## config.mk

```make
export PLATFORM = sky130hd
export DESIGN_NAME = uart_tx_arbiter
export DESIGN_NICKNAME = d
export VERILOG_FILES = /design/src/rtl/uart_tx_arbiter.sv
export SDC_FILE = /design/constraint.sdc
export NUM_CORES = 1
export LEC_CHECK = 0
export CAP_MARGIN = 0
export CORE_MARGIN = 4
export CORE_UTILIZATION = 39
export CTS_CLUSTER_DIAMETER = 50
export DETAILED_ROUTE_END_ITERATION = 7
export PLACE_DENSITY_LB_ADDON = 0.08
export SYNTH_ARGS = -nofsm -noshare
export SYNTH_HDL_FRONTEND = slang
export SYNTH_SLANG_ARGS = --single-unit
```

## constraint.sdc

```tcl
create_clock -name clk -period 1.5 [get_ports clk]
set_input_delay 0.225 -clock clk [delete_from_list [all_inputs] [get_ports clk]]
set_output_delay 0.225 -clock clk [all_outputs]
set_load 0.01 [all_outputs]
```

## src/rtl/uart_tx_arbiter.sv

```systemverilog
// Round-robin arbiter that shares one UART transmitter between N byte requesters.
// It grants in S_IDLE, pulses tx_start, follows tx_busy up and down, then acks the requester.
module uart_tx_arbiter #(
   parameter int N            = 4,
   parameter int IDW          = 2,
   parameter int BUSY_TIMEOUT = 15
) (
   input  logic           clk,
   input  logic           rst,
   input  logic [N-1:0]   req,
   input  logic [8*N-1:0] req_data,
   output logic [N-1:0]   ack,
   output logic [7:0]     tx_data,
   output logic           tx_start,
   input  logic           tx_busy,
   output logic           active,
   output logic [IDW-1:0] grant_id,
   output logic           fault,
   output logic [2:0]     dbg_state
);

   // Handshakes: req[i] is a level held until its one-cycle ack[i] pulse. tx_start is a
   // one-cycle pulse; the transfer is complete once tx_busy has risen and then fallen.
   localparam logic [2:0] S_IDLE  = 3'd0;
   localparam logic [2:0] S_START = 3'd1;
   localparam logic [2:0] S_ARM   = 3'd2;
   localparam logic [2:0] S_WAIT  = 3'd3;
   localparam logic [2:0] S_ACK   = 3'd4;

   logic [2:0]     r_state;
   logic [IDW-1:0] r_grant_id;
   logic [7:0]     r_tx_data;
   logic [N-1:0]   r_ack;
   logic           r_fault;
   logic [7:0]     r_cnt;

   logic           w_found;
   logic [IDW-1:0] w_pick;
   logic [7:0]     w_byte;
   logic [N-1:0]   w_gnt_onehot;
   logic [7:0]     w_cnt_next;

   // Scan from the requester after the last grant, so the one just served goes last.
   always_comb begin
      w_found = 1'b0;
      w_pick  = r_grant_id;
      for (int i = 1; i <= N; i++) begin
         for (int j = 0; j < N; j++) begin
            if (!w_found && req[j] && (j == (int'(r_grant_id) + i) % N)) begin
               w_found = 1'b1;
               w_pick  = IDW'(j);
            end
         end
      end
   end

   always_comb begin
      w_byte = 8'd0;
      for (int j = 0; j < N; j++) begin
         if (w_pick == IDW'(j)) w_byte = req_data[8*j +: 8];
      end
   end

   always_comb begin
      w_gnt_onehot = '0;
      for (int j = 0; j < N; j++) begin
         w_gnt_onehot[j] = (r_grant_id == IDW'(j));
      end
   end

   assign w_cnt_next = r_cnt + 8'd1;

   always_ff @(posedge clk or posedge rst) begin
      if (rst) begin
         r_state    <= S_IDLE;
         r_grant_id <= IDW'(N-1);
         r_tx_data  <= 8'd0;
         r_ack      <= '0;
         r_fault    <= 1'b0;
         r_cnt      <= 8'd0;
      end else begin
         r_ack <= '0;
         case (r_state)
            S_IDLE: begin
               if (w_found && !tx_busy) begin
                  r_grant_id <= w_pick;
                  r_tx_data  <= w_byte;
                  r_state    <= S_START;
               end
            end
            S_START: begin
               r_cnt   <= 8'd0;
               r_state <= S_ARM;
            end
            S_ARM: begin
               if (tx_busy) begin
                  r_state <= S_WAIT;
               end else begin
                  r_cnt <= w_cnt_next;
                  // Transmitter never went busy: drop the byte but still release the requester.
                  if (w_cnt_next == 8'(BUSY_TIMEOUT)) begin
                     r_fault <= 1'b1;
                     r_ack   <= w_gnt_onehot;
                     r_state <= S_IDLE;
                  end
               end
            end
            S_WAIT: begin
               if (!tx_busy) begin
                  r_ack   <= w_gnt_onehot;
                  r_state <= S_ACK;
               end
            end
            S_ACK: begin
               r_state <= S_IDLE;
            end
            default: begin
               r_state <= S_IDLE;
            end
         endcase
      end
   end

   assign ack       = r_ack;
   assign tx_data   = r_tx_data;
   assign tx_start  = (r_state == S_START);
   assign active    = (r_state != S_IDLE);
   assign grant_id  = r_grant_id;
   assign fault     = r_fault;
   assign dbg_state = r_state;

endmodule

```

==> metrics.json, run 1 <==
{
  "critical_path.max_fanout": {"value": 8},
  "synth_largest_type_area_fraction": {"value": 35.6, "unit": "%"},
  "critPathTopFamily": {"value": "compound AO/OA/AOI/OAI gates"},
  "cp-start-kind": {"value": "flop"},
  "fp.dieW": {"value": 73.7, "unit": "microns"},
  "worst_path_clk_slew": {"value": 100, "unit": "ps"},
  "grt_antenna_before_repair": {"value": 0},
  "worst_hold_slack": {"value": 310, "unit": "ps"},
  "max_freq": {"value": 0.585, "unit": "GHz"},
  "post_layout_nonfiller_instances": {"value": 340},
  "globalRouteTotalUtil": {"value": 20.7, "unit": "%"},
  "critical_path_buf_inv_count": {"value": 1},
  "synth_sequential_area_ratio": {"value": 38.8, "unit": "%"},
  "ff2ff_path_depth": {"value": 6},
  "initial_core_util": {"value": 41.2, "unit": "%"},
  "antennaDiodeCount": {"value": 0},
  "slew_headroom": {"value": 72.6, "unit": "%"},
  "first_pass_grt_wire_length": {"value": 8780, "unit": "microns"},
  "drt_first_pass_iters": {"value": 4},
  "grt_max_degree": {"value": 27},
  "initialDrtViolationCount": {"value": 64},
  "failing_checks": {"value": "negative setup slack"},
  "synth_top_area_cell": {"value": "sky130_fd_sc_hd__dfrtp_1"},
  "rr_startpoint": {"value": "grant_id[0]"},
  "worst-slew-pin-transition": {"value": 408, "unit": "ps"},
  "leakagePower": {"value": 1.26, "unit": "nW"},
  "timing.critical_path.to_type": {"value": "flop"},
  "timing.final.crit_share": {"value": 114, "unit": "%"},
  "avgViaCountPerCell": {"value": 5.45},
  "p_per_area": {"value": 1540, "unit": "nW/um^2"},
  "die_height": {"value": 73.7, "unit": "microns"},
  "critPathKind": {"value": "flop to flop"},
  "final.min_clock_period": {"value": 1710, "unit": "ps"},
  "synth_register_bits": {"value": 26},
  "number_of_placement_rows": {"value": 23},
  "rr_endpoint": {"value": "tx_data[2]"},
  "synth-async-reset-ratio": {"value": 100, "unit": "%"},
  "ir_worst_vdd": {"value": 1120, "unit": "uV"},
  "setup_viols_final": {"value": 20},
  "worst_skew_pair.late_latency": {"value": 280, "unit": "ps"},
  "io_pins": {"value": 59},
  "antenna_violating_nets_post_route": {"value": 0},
  "core_area": {"value": 4090, "unit": "sq um"},
  "wirelength": {"value": 5460, "unit": "microns"},
  "tns": {"value": -2370, "unit": "ps"},
  "synth.distinct_cells": {"value": 50},
  "grt_setup_unrepaired": {"value": "true"},
  "reg2reg_setup_slack": {"value": -210, "unit": "ps"},
  "cts-root-buf": {"value": "sky130_fd_sc_hd__clkbuf_8"},
  "slew_violations": {"value": 0},
  "avgRoutedWirePerCell": {"value": 16.1, "unit": "microns"},
  "portbufs": {"value": 58},
  "drv.max_cap_violation_count": {"value": 0},
  "tritoncts.num_buffers": {"value": 3},
  "cts_tree": {"value": "built"},
  "biggest_cell_delay_along_the_critical_path": {"value": 590, "unit": "ps"},
  "synth_fp_nets": {"value": 219},
  "drc": {"value": 0},
  "cts.htree.levels": {"value": 1},
  "dr_total_vias": {"value": 1853},
  "mappedNetlistArea": {"value": 1690, "unit": "sq um"},
  "crit_required": {"value": 1650, "unit": "ps"},
  "number_of_flops_mapped_to_enable_cells_by_yosys": {"value": 0},
  "ys_warn_count": {"value": 0},
  "grt_pass1_vias": {"value": 1911},
  "synth.avg_cell_area": {"value": 9.47, "unit": "sq um"},
  "finalWorstSetupSlack": {"value": -208, "unit": "ps"},
  "hp-class": {"value": "primary input to async pin"},
  "outcome": {"value": "finished with violations"},
  "post_synth_main_area_contributors": {"value": "sky130_fd_sc_hd__dfrtp_1, sky130_fd_sc_hd__nand2_1, sky130_fd_sc_hd__mux2i_1"},
  "critical-path-slowest-cell": {"value": "sky130_fd_sc_hd__dfstp_2"},
  "placed_cells": {"value": 323},
  "max-clock-path-buffers": {"value": 2},
  "hpwl": {"value": 4060, "unit": "microns"},
  "critical_path.cell_chain": {"value": "nor2b_2, o21a_1, buf_4, o31ai_2, a211o_1, o211ai_1"},
  "syn_inst": {"value": 178},
  "overflow": {"value": 0},
  "nNetsFinal": {"value": 332},
  "die_area": {"value": 5440, "unit": "sq um"},
  "cts.hold.buffers_added": {"value": 0},
  "hold_viol": {"value": 0},
  "clock_skew": {"value": 8.74, "unit": "ps"},
  "layout-area-overhead-vs-synth": {"value": 75.6, "unit": "%"},
  "synth_top_flop_cell": {"value": "sky130_fd_sc_hd__dfrtp_1"},
  "layout-drive-gt1-share": {"value": 37.2, "unit": "%"},
  "routabilityCongestion": {"value": 0.811},
  "cp.arrival": {"value": 1860, "unit": "ps"},
  "clock_sink_count": {"value": 26}
}
cell usage in the layout (no fill, tap or decap), drive strengths merged, types with 2 or more instances in the layout:
cell / count
a211o: 8
a21o: 2
a21oi: 2
a31oi: 3
buf: 62
clkbuf: 3
clkdlybuf4s50: 51
dfrtp: 24
dfstp: 2
dlygate4sd2: 4
ha: 2
inv: 2
mux2i: 8
nand2: 26
nand2b: 4
nand3: 5
nand4: 8
nor2: 10
nor2b: 3
nor3: 5
nor3b: 2
nor4: 2
o211ai: 8
o21a: 2
o21ai: 16
o31ai: 10
xor2: 3
kinds of logic (layout without fill, tap and decap cells):
kind of cell | after synthesis | after routing | share of synthesized area, %
compound gates | 55 | 55 | 23.9
xor+xnor | 4 | 4 | 2.08
mux | 8 | 8 | 4.75
simple gates | 71 | 72 | 24.9
buf+inv | 12 | 123 | 4.08
flops | 26 | 26 | 38.8
fa+ha+maj | 2 | 2 | 1.48
flip-flops by register name, summed over array words and instances (netlist names):
signal / cells
ack: 4
grant_id: 2
tx_data: 8
r_cnt: 8
fault: 1
dbg_state: 3
cells in the mapped netlist (2+ instances only):
cell,n
sky130_fd_sc_hd__nand2b_1,3
sky130_fd_sc_hd__mux2i_1,8
sky130_fd_sc_hd__buf_2,6
sky130_fd_sc_hd__buf_6,2
sky130_fd_sc_hd__dfrtp_1,24
sky130_fd_sc_hd__a21o_1,2
sky130_fd_sc_hd__o31ai_1,10
sky130_fd_sc_hd__nor2_1,10
sky130_fd_sc_hd__dfstp_2,2
sky130_fd_sc_hd__nor3b_1,2
sky130_fd_sc_hd__nor2b_1,2
sky130_fd_sc_hd__xor2_1,3
sky130_fd_sc_hd__nand4_1,8
sky130_fd_sc_hd__nor3_1,2
sky130_fd_sc_hd__a31oi_1,2
sky130_fd_sc_hd__a211o_1,8
sky130_fd_sc_hd__nand3_1,4
sky130_fd_sc_hd__o211ai_1,8
sky130_fd_sc_hd__o21a_1,2
sky130_fd_sc_hd__o21ai_0,14
sky130_fd_sc_hd__ha_1,2
sky130_fd_sc_hd__nor3_4,2
sky130_fd_sc_hd__nand2_1,24
sky130_fd_sc_hd__inv_1,2
worst min-delay path, cell delays in order:
cell,delay [ps]
sky130_fd_sc_hd__clkdlybuf4s50_1,400
sky130_fd_sc_hd__inv_1,50
sky130_fd_sc_hd__buf_4,320
layout make-up:
type	count	area, sq um
fill	314	1130
multi-input combinational	141	1120
timing repair buffer	117	1040
sequential	26	659
tap	50	62.6
clock buffer	3	41.3
clock inverter	1	30.0
inverter	2	7.51
routing by layer:
layer | global-route usage, % | vias to the layer above | routed length (microns)
li1 | - | 897 | -
met1 | 26.8 | 886 | 2330
met5 | 0 | - | 0
met2 | 35.1 | 62 | 2790
met4 | 4.63 | 0 | 65
met3 | 4.65 | 8 | 284
stage by stage:
| step | power (mW) | area (sq um) | utilization, % | setup slack [ps] |
|---|---|---|---|---|
| 3_5_place_dp | 3.59 | 2650 | 64.9 | -463 |
| 6_report | 4.55 | 2960 | 72.4 | -208 |
| 2_1_floorplan | 2.39 | 1720 | - | -121 |
| 4_1_cts | 4.41 | 2870 | 70.3 | -185 |
| 3_3_place_gp | 3.50 | 2650 | 64.9 | -402 |
| 5_1_grt | 4.81 | 2960 | 72.4 | -297 |
where the power goes:
part	internal [mW]	switching [mW]
clock	0.357	0.234
combinational	1.51	1.31
sequential	0.929	0.203
how the worst max path moves through the flow:
stage	from	endpoint	slack (ps)	depth (start not counted)
global route	grant_id[0]	tx_data[2]	-300	6
CTS	grant_id[0]	tx_data[4]	-190	6
global placement	req[0]	tx_data[2]	-400	7
finish	grant_id[0]	tx_data[2]	-210	6
detailed placement	req[0]	tx_data[5]	-460	7
floorplan	grant_id[0]	tx_data[0]	-120	7
timing repair:
action | CTS | global route
resized for setup | 34 | 19
setup buffers | 8 | 3
pin swaps | 7 | 9
cloned | 2 | 0
setup endpoints to repair | 27 | 23
(Power assumes the default switching activity.)
==> inputs of run 2 (changes only) <==
- CORE_MARGIN: 4 -> unset
- PLACE_DENSITY: unset -> 0.79
- PLACE_DENSITY_LB_ADDON: 0.08 -> unset
==> run 2 against run 1 <==
  * The run still ends with negative setup slack left
  * Count of clock-buffer cells in the layout unchanged
  * Sequential cell count is the same
  * Clock power about the same
  * Worst hold slack worse by 4.3 ps
  * Die area fell by 16%
  * Design area is 3.1% higher
  * Combinational power is 10% higher
  * Largest power group unchanged
==> metrics.json, run 2 (synthesis gave the netlist of run 1 again) <==
{
  "grt_max_degree": {"value": 27},
  "fin_util": {"value": 74.6, "unit": "%"},
  "leading_cell_types_in_the_layout_fill_and_taps_excluded": {"value": "sky130_fd_sc_hd__clkdlybuf4s50_1, sky130_fd_sc_hd__buf_4, sky130_fd_sc_hd__nand2_1"},
  "antennaDiodeCount": {"value": 0},
  "cp-start-kind": {"value": "flop"},
  "failing_checks": {"value": "negative setup slack"},
  "layout-area-overhead-vs-synth": {"value": 81.0, "unit": "%"},
  "outcome": {"value": "finished with violations"},
  "multi_input_comb_area": {"value": 1160, "unit": "sq um"},
  "ff2ff_path_depth": {"value": 6},
  "layout.cells.most_common": {"value": "sky130_fd_sc_hd__clkdlybuf4s50_1"},
  "rr_startpoint": {"value": "dbg_state[0]"},
  "use_met3": {"value": 3.04, "unit": "%"},
  "io_pins": {"value": 59},
  "p_per_area": {"value": 1580, "unit": "nW/um^2"},
  "avgViaCountPerCell": {"value": 5.58},
  "drv.max_cap_violation_count": {"value": 0},
  "hp-class": {"value": "primary input to async pin"},
  "ir_worst_vdd": {"value": 755, "unit": "uV"},
  "final.min_clock_period": {"value": 1720, "unit": "ps"},
  "initialDrtViolationCount": {"value": 146},
  "layout_fillers": {"value": 283},
  "global_route.usage.met2": {"value": 41.2, "unit": "%"},
  "rr_endpoint": {"value": "tx_data[2]"},
  "tritoncts.num_buffers": {"value": 3},
  "number_of_placement_rows": {"value": 23},
  "cts.htree.levels": {"value": 1},
  "biggest_cell_delay_along_the_critical_path": {"value": 460, "unit": "ps"},
  "overflow": {"value": 0},
  "leakagePower": {"value": 1.30, "unit": "nW"},
  "die_area": {"value": 4590, "unit": "sq um"},
  "core_area": {"value": 4090, "unit": "sq um"},
  "nNetsFinal": {"value": 335},
  "critical-path-slowest-cell": {"value": "sky130_fd_sc_hd__dfrtp_1"},
  "max_freq": {"value": 0.580, "unit": "GHz"},
  "worst_path_clk_slew": {"value": 100, "unit": "ps"},
  "portbufs": {"value": 58},
  "drc": {"value": 0},
  "power.total": {"value": 4.83, "unit": "mW"},
  "critPathKind": {"value": "flop to flop"},
  "grt_antenna_before_repair": {"value": 0},
  "reg2reg_setup_slack": {"value": -220, "unit": "ps"},
  "busiest_layer": {"value": "met2"},
  "cts_tree": {"value": "built"},
  "grt_pass1_vias": {"value": 1891},
  "hold_viol": {"value": 0},
  "antenna_violating_nets_post_route": {"value": 0},
  "drt_first_pass_iters": {"value": 4},
  "clock_sink_count": {"value": 26},
  "worst_skew_pair.late_latency": {"value": 270, "unit": "ps"},
  "crit_required": {"value": 1690, "unit": "ps"},
  "critical_path.max_fanout": {"value": 7},
  "placement_stage_cell_area": {"value": 2710, "unit": "sq um"},
  "cts-root-buf": {"value": "sky130_fd_sc_hd__clkbuf_8"},
  "initial_core_util": {"value": 41.2, "unit": "%"},
  "fp.dieW": {"value": 67.7, "unit": "microns"},
  "die_height": {"value": 67.7, "unit": "microns"},
  "cp.arrival": {"value": 1910, "unit": "ps"},
  "layout-drive-gt1-share": {"value": 39.2, "unit": "%"},
  "hpwl": {"value": 3690, "unit": "microns"},
  "worst-slew-pin-transition": {"value": 417, "unit": "ps"},
  "use_met1": {"value": 28.9, "unit": "%"},
  "critical_path.cell_chain": {"value": "buf_6, nor4_4, buf_4, nand2_4, a211o_1, o211ai_1"},
  "first_pass_grt_wire_length": {"value": 8140, "unit": "microns"},
  "worst_hold_slack": {"value": 306, "unit": "ps"},
  "sequential_cell_area": {"value": 658, "unit": "sq um"},
  "grt_setup_unrepaired": {"value": "true"},
  "slew_headroom": {"value": 72.0, "unit": "%"},
  "finalWorstSetupSlack": {"value": -224, "unit": "ps"},
  "routabilityCongestion": {"value": 0.794},
  "globalRouteTotalUtil": {"value": 23.7, "unit": "%"},
  "clock_skew": {"value": 1.90, "unit": "ps"},
  "dr_total_vias": {"value": 1915},
  "setup_viols_final": {"value": 22},
  "timing.critical_path.to_type": {"value": "flop"},
  "tns": {"value": -2410, "unit": "ps"},
  "wirelength": {"value": 5820, "unit": "microns"},
  "final_cell_area": {"value": 3050, "unit": "sq um"},
  "max-clock-path-buffers": {"value": 2},
  "slew_violations": {"value": 0},
  "avgRoutedWirePerCell": {"value": 17.0, "unit": "microns"},
  "timing.final.crit_share": {"value": 115, "unit": "%"}
}
[run 2: changes by cell type in the layout (fill, tap and decap cells not counted), sizes merged]
cell	delta
buf	+2
clkbuf	+1
clkdlybuf4s15	+1
dlygate4sd2	-1
[run 2: worst max-delay path, delay by kind of cell (launching register included)]
kind                   cells  cell delay (ps)
buffers and inverters      2              350
DFF                        1              460
AOI/OAI and AO/OA          2              410
and+or+nand+nor            2              430
[run 2: report_power, final]
group	internal (mW)	total, mW	switching (mW)
logic	1.66	3.11	1.45
clock network	0.357	0.590	0.233
registers	0.927	1.12	0.196
[run 2: layout make-up]
cell class	count	area share [%]
Clock inverter	1	0.984
Sequential cell	26	21.6
Multi-Input combinational cell	141	37.9
Inverter	2	0.246
Timing Repair Buffer	120	35.9
Tap cell	50	2.05
Clock buffer	3	1.35
[run 2: worst max path at each step]
stage | from | endpoint | slack [ps]
finish | dbg_state[0] | tx_data[2] | -220
CTS | grant_id[0] | tx_data[3] | -130
global route | dbg_state[0] | tx_data[1] | -270
global placement | req[0] | tx_data[4] | -400
floorplan | grant_id[0] | tx_data[0] | -120
detailed placement | req[0] | tx_data[1] | -440
[run 2: layer usage]
| metal | vias to the layer above | wire length, microns |
|---|---|---|
| met5 | - | 0 |
| met4 | 0 | 134 |
| met3 | 14 | 197 |
| met2 | 65 | 3040 |
| met1 | 939 | 2440 |
| li1 | 897 | - |
[run 2: per-stage QoR]
step                      setup slack, ps  instances
after global routing                 -274        343
after floorplan                      -121        178
final                                -224        343
after CTS                            -133        338
after detailed placement             -435        329
after global placement               -400        329
[run 2: what timing repair did]
item,CTS,global route
pin swaps,7,13
resized for setup,39,33
hold buffers,0,0
gates cloned,1,1
buffers inserted,4,4
endpoints found under the setup margin,26,25
endpoints found under the hold margin,0,0
==> inputs of run 3 (changes only) <==
- CORE_MARGIN: unset -> 4
- clock period: 1.5 -> 1.45 ns (I/O delays scaled with it)
==> run 3 against run 2 <==
  * The flow still finishes with violations (negative setup slack)
  * First-iteration DRC count down 1.4%
  * Critical path depth unchanged
  * Cell count up 0.29%
  * Sequential share of layout area down 0.60 points
  * Routed wire length up 14%
  * Non-clock buffer count up 1
  * Critical endpoint is now tx_data[4]
  * Highest routed layer unchanged
==> metrics.json, run 3 (synthesis gave the netlist of run 1 again) <==
{
  "core_area": {"value": 4090, "unit": "sq um"},
  "slew_headroom": {"value": 73.3, "unit": "%"},
  "finalWorstSetupSlack": {"value": -240, "unit": "ps"},
  "critical_path.max_fanout": {"value": 5},
  "cp-start-kind": {"value": "flop"},
  "critPathKind": {"value": "flop to flop"},
  "clock_skew": {"value": 6.08, "unit": "ps"},
  "max_freq": {"value": 0.592, "unit": "GHz"},
  "grt_antenna_before_repair": {"value": 0},
  "cts.hold.buffers_added": {"value": 0},
  "clock_sink_count": {"value": 26},
  "antennaDiodeCount": {"value": 0},
  "busiest_layer": {"value": "met2"},
  "routabilityCongestion": {"value": 0.870},
  "max-clock-path-buffers": {"value": 2},
  "avgViaCountPerCell": {"value": 5.89},
  "drt_first_pass_iters": {"value": 4},
  "hold_viol": {"value": 0},
  "drc": {"value": 0},
  "slew_violations": {"value": 0},
  "timing.final.crit_share": {"value": 117, "unit": "%"},
  "grt_pass1_vias": {"value": 1948},
  "use_met3": {"value": 4.51, "unit": "%"},
  "layout.cells.most_common": {"value": "sky130_fd_sc_hd__clkdlybuf4s50_1"},
  "hp-class": {"value": "primary input to async pin"},
  "cts-root-buf": {"value": "sky130_fd_sc_hd__clkbuf_8"},
  "worst_skew_pair.late_latency": {"value": 290, "unit": "ps"},
  "layout-drive-gt1-share": {"value": 42.2, "unit": "%"},
  "outcome": {"value": "finished with violations"},
  "avgRoutedWirePerCell": {"value": 19.2, "unit": "microns"},
  "die_height": {"value": 73.7, "unit": "microns"},
  "use_met1": {"value": 28.0, "unit": "%"},
  "tns": {"value": -3770, "unit": "ps"},
  "failing_checks": {"value": "negative setup slack"},
  "worst_path_clk_slew": {"value": 100, "unit": "ps"},
  "p_per_area": {"value": 1650, "unit": "nW/um^2"},
  "critical_path_buf_inv_count": {"value": 1},
  "initial_core_util": {"value": 41.2, "unit": "%"},
  "critPathTopFamily": {"value": "flip-flops"},
  "fp.dieW": {"value": 73.7, "unit": "microns"},
  "drv.max_cap_violation_count": {"value": 0},
  "cp.arrival": {"value": 1860, "unit": "ps"},
  "number_of_placement_rows": {"value": 23},
  "cts_tree": {"value": "built"},
  "globalRouteTotalUtil": {"value": 22.5, "unit": "%"},
  "timing.critical_path.to_type": {"value": "flop"},
  "final_cell_area": {"value": 3140, "unit": "sq um"},
  "critical_path.cell_chain": {"value": "nor2b_2, o21a_2, nor3_4, buf_6, mux2i_1, o211ai_1"},
  "initialDrtViolationCount": {"value": 144},
  "portbufs": {"value": 58},
  "leading_cell_types_in_the_layout_fill_and_taps_excluded": {"value": "sky130_fd_sc_hd__clkdlybuf4s50_1, sky130_fd_sc_hd__buf_4, sky130_fd_sc_hd__nand2_1"},
  "global_route.usage.met2": {"value": 36.4, "unit": "%"},
  "critical-path-slowest-cell": {"value": "sky130_fd_sc_hd__dfstp_2"},
  "grt_max_degree": {"value": 22},
  "dr_total_vias": {"value": 2025},
  "ir_worst_vdd": {"value": 784, "unit": "uV"},
  "die_area": {"value": 5440, "unit": "sq um"},
  "antenna_violating_nets_post_route": {"value": 0},
  "first_pass_grt_wire_length": {"value": 9410, "unit": "microns"},
  "setup_viols_final": {"value": 23},
  "placement_stage_cell_area": {"value": 2710, "unit": "sq um"},
  "hpwl": {"value": 3820, "unit": "microns"},
  "nNetsFinal": {"value": 336},
  "crit_required": {"value": 1620, "unit": "ps"},
  "grt_setup_unrepaired": {"value": "true"},
  "worst-slew-pin-transition": {"value": 397, "unit": "ps"},
  "wirelength": {"value": 6610, "unit": "microns"},
  "tritoncts.num_buffers": {"value": 3},
  "overflow": {"value": 0},
  "biggest_cell_delay_along_the_critical_path": {"value": 600, "unit": "ps"},
  "io_pins": {"value": 59},
  "leakagePower": {"value": 1.40, "unit": "nW"},
  "layout-area-overhead-vs-synth": {"value": 86.6, "unit": "%"},
  "final.min_clock_period": {"value": 1690, "unit": "ps"},
  "cts.htree.levels": {"value": 1}
}
[run 3: changes by cell type in the layout (fill, tap and decap cells not counted), moves of 3 or more]
| cell | delta |
|---|---|
| sky130_fd_sc_hd__clkdlybuf4s50_1 | -7 |
| sky130_fd_sc_hd__dlymetal6s2s_1 | +5 |
| sky130_fd_sc_hd__buf_4 | -4 |
| sky130_fd_sc_hd__buf_6 | +3 |
[run 3: worst register-to-register path, delay by kind of cell (launching register included)]
kind	cells	cell delay, ps
flops	1	600
compound gates	2	350
simple gates	2	230
mux	1	230
buf+inv	1	170
[run 3: worst paths after layout]
kind | to | from | depth (start not counted) | slack (ps)
worst max-delay path | tx_data[4] | grant_id[0] | 6 | -240
max in group asynchronous | grant_id[0] | rst | 3 | 770
worst min register to register | fault | fault | 1 | 480
worst min-delay path | r_cnt[6] | rst | 2 | 180
min in group clk | fault | fault | 1 | 480
worst max register to register | tx_data[4] | grant_id[0] | 6 | -240
[run 3: final cells by class]
| class | count | area [sq um] |
|---|---|---|
| clock buffers | 3 | 41.3 |
| clock inverters | 1 | 30.0 |
| fillers | 238 | 942 |
| inverters | 2 | 7.51 |
| multi-input cells | 141 | 1180 |
| flip-flops and latches | 26 | 659 |
| well taps | 50 | 62.6 |
| repair buffers | 121 | 1160 |
[run 3: through the flow]
step | util, % | hold slack [ps] | power [mW] | std cells | worst slack (ps)
4_1_cts | 74.2 | 173 | 4.86 | 341 | -188
5_1_grt | 76.9 | 200 | 5.47 | 344 | -328
3_5_place_dp | 66.4 | 460 | 3.81 | 326 | -470
3_3_place_gp | 66.4 | 462 | 3.74 | 326 | -413
6_report | 76.9 | 184 | 5.19 | 344 | -240
2_1_floorplan | - | 256 | 2.47 | 178 | -171
[run 3: per-layer routing]
layer / part of all wire, % / vias to the layer above
li1: - / 898
met1: 40 / 994
met2: 49 / 109
met3: 7.0 / 24
met4: 4.2 / 0
met5: 0 / -
[run 3: repair_timing]
| action | CTS | global route |
|---|---|---|
| pin swaps | 16 | 14 |
| buffers inserted | 9 | 6 |
| setup endpoints to repair | 27 | 35 |
| gates resized for setup | 61 | 35 |
| cloned | 2 | 0 |
[run 3: where the power goes]
group          internal (mW)  switching (mW)
registers              0.961           0.212
logic                   1.77            1.61
clock network          0.371           0.270
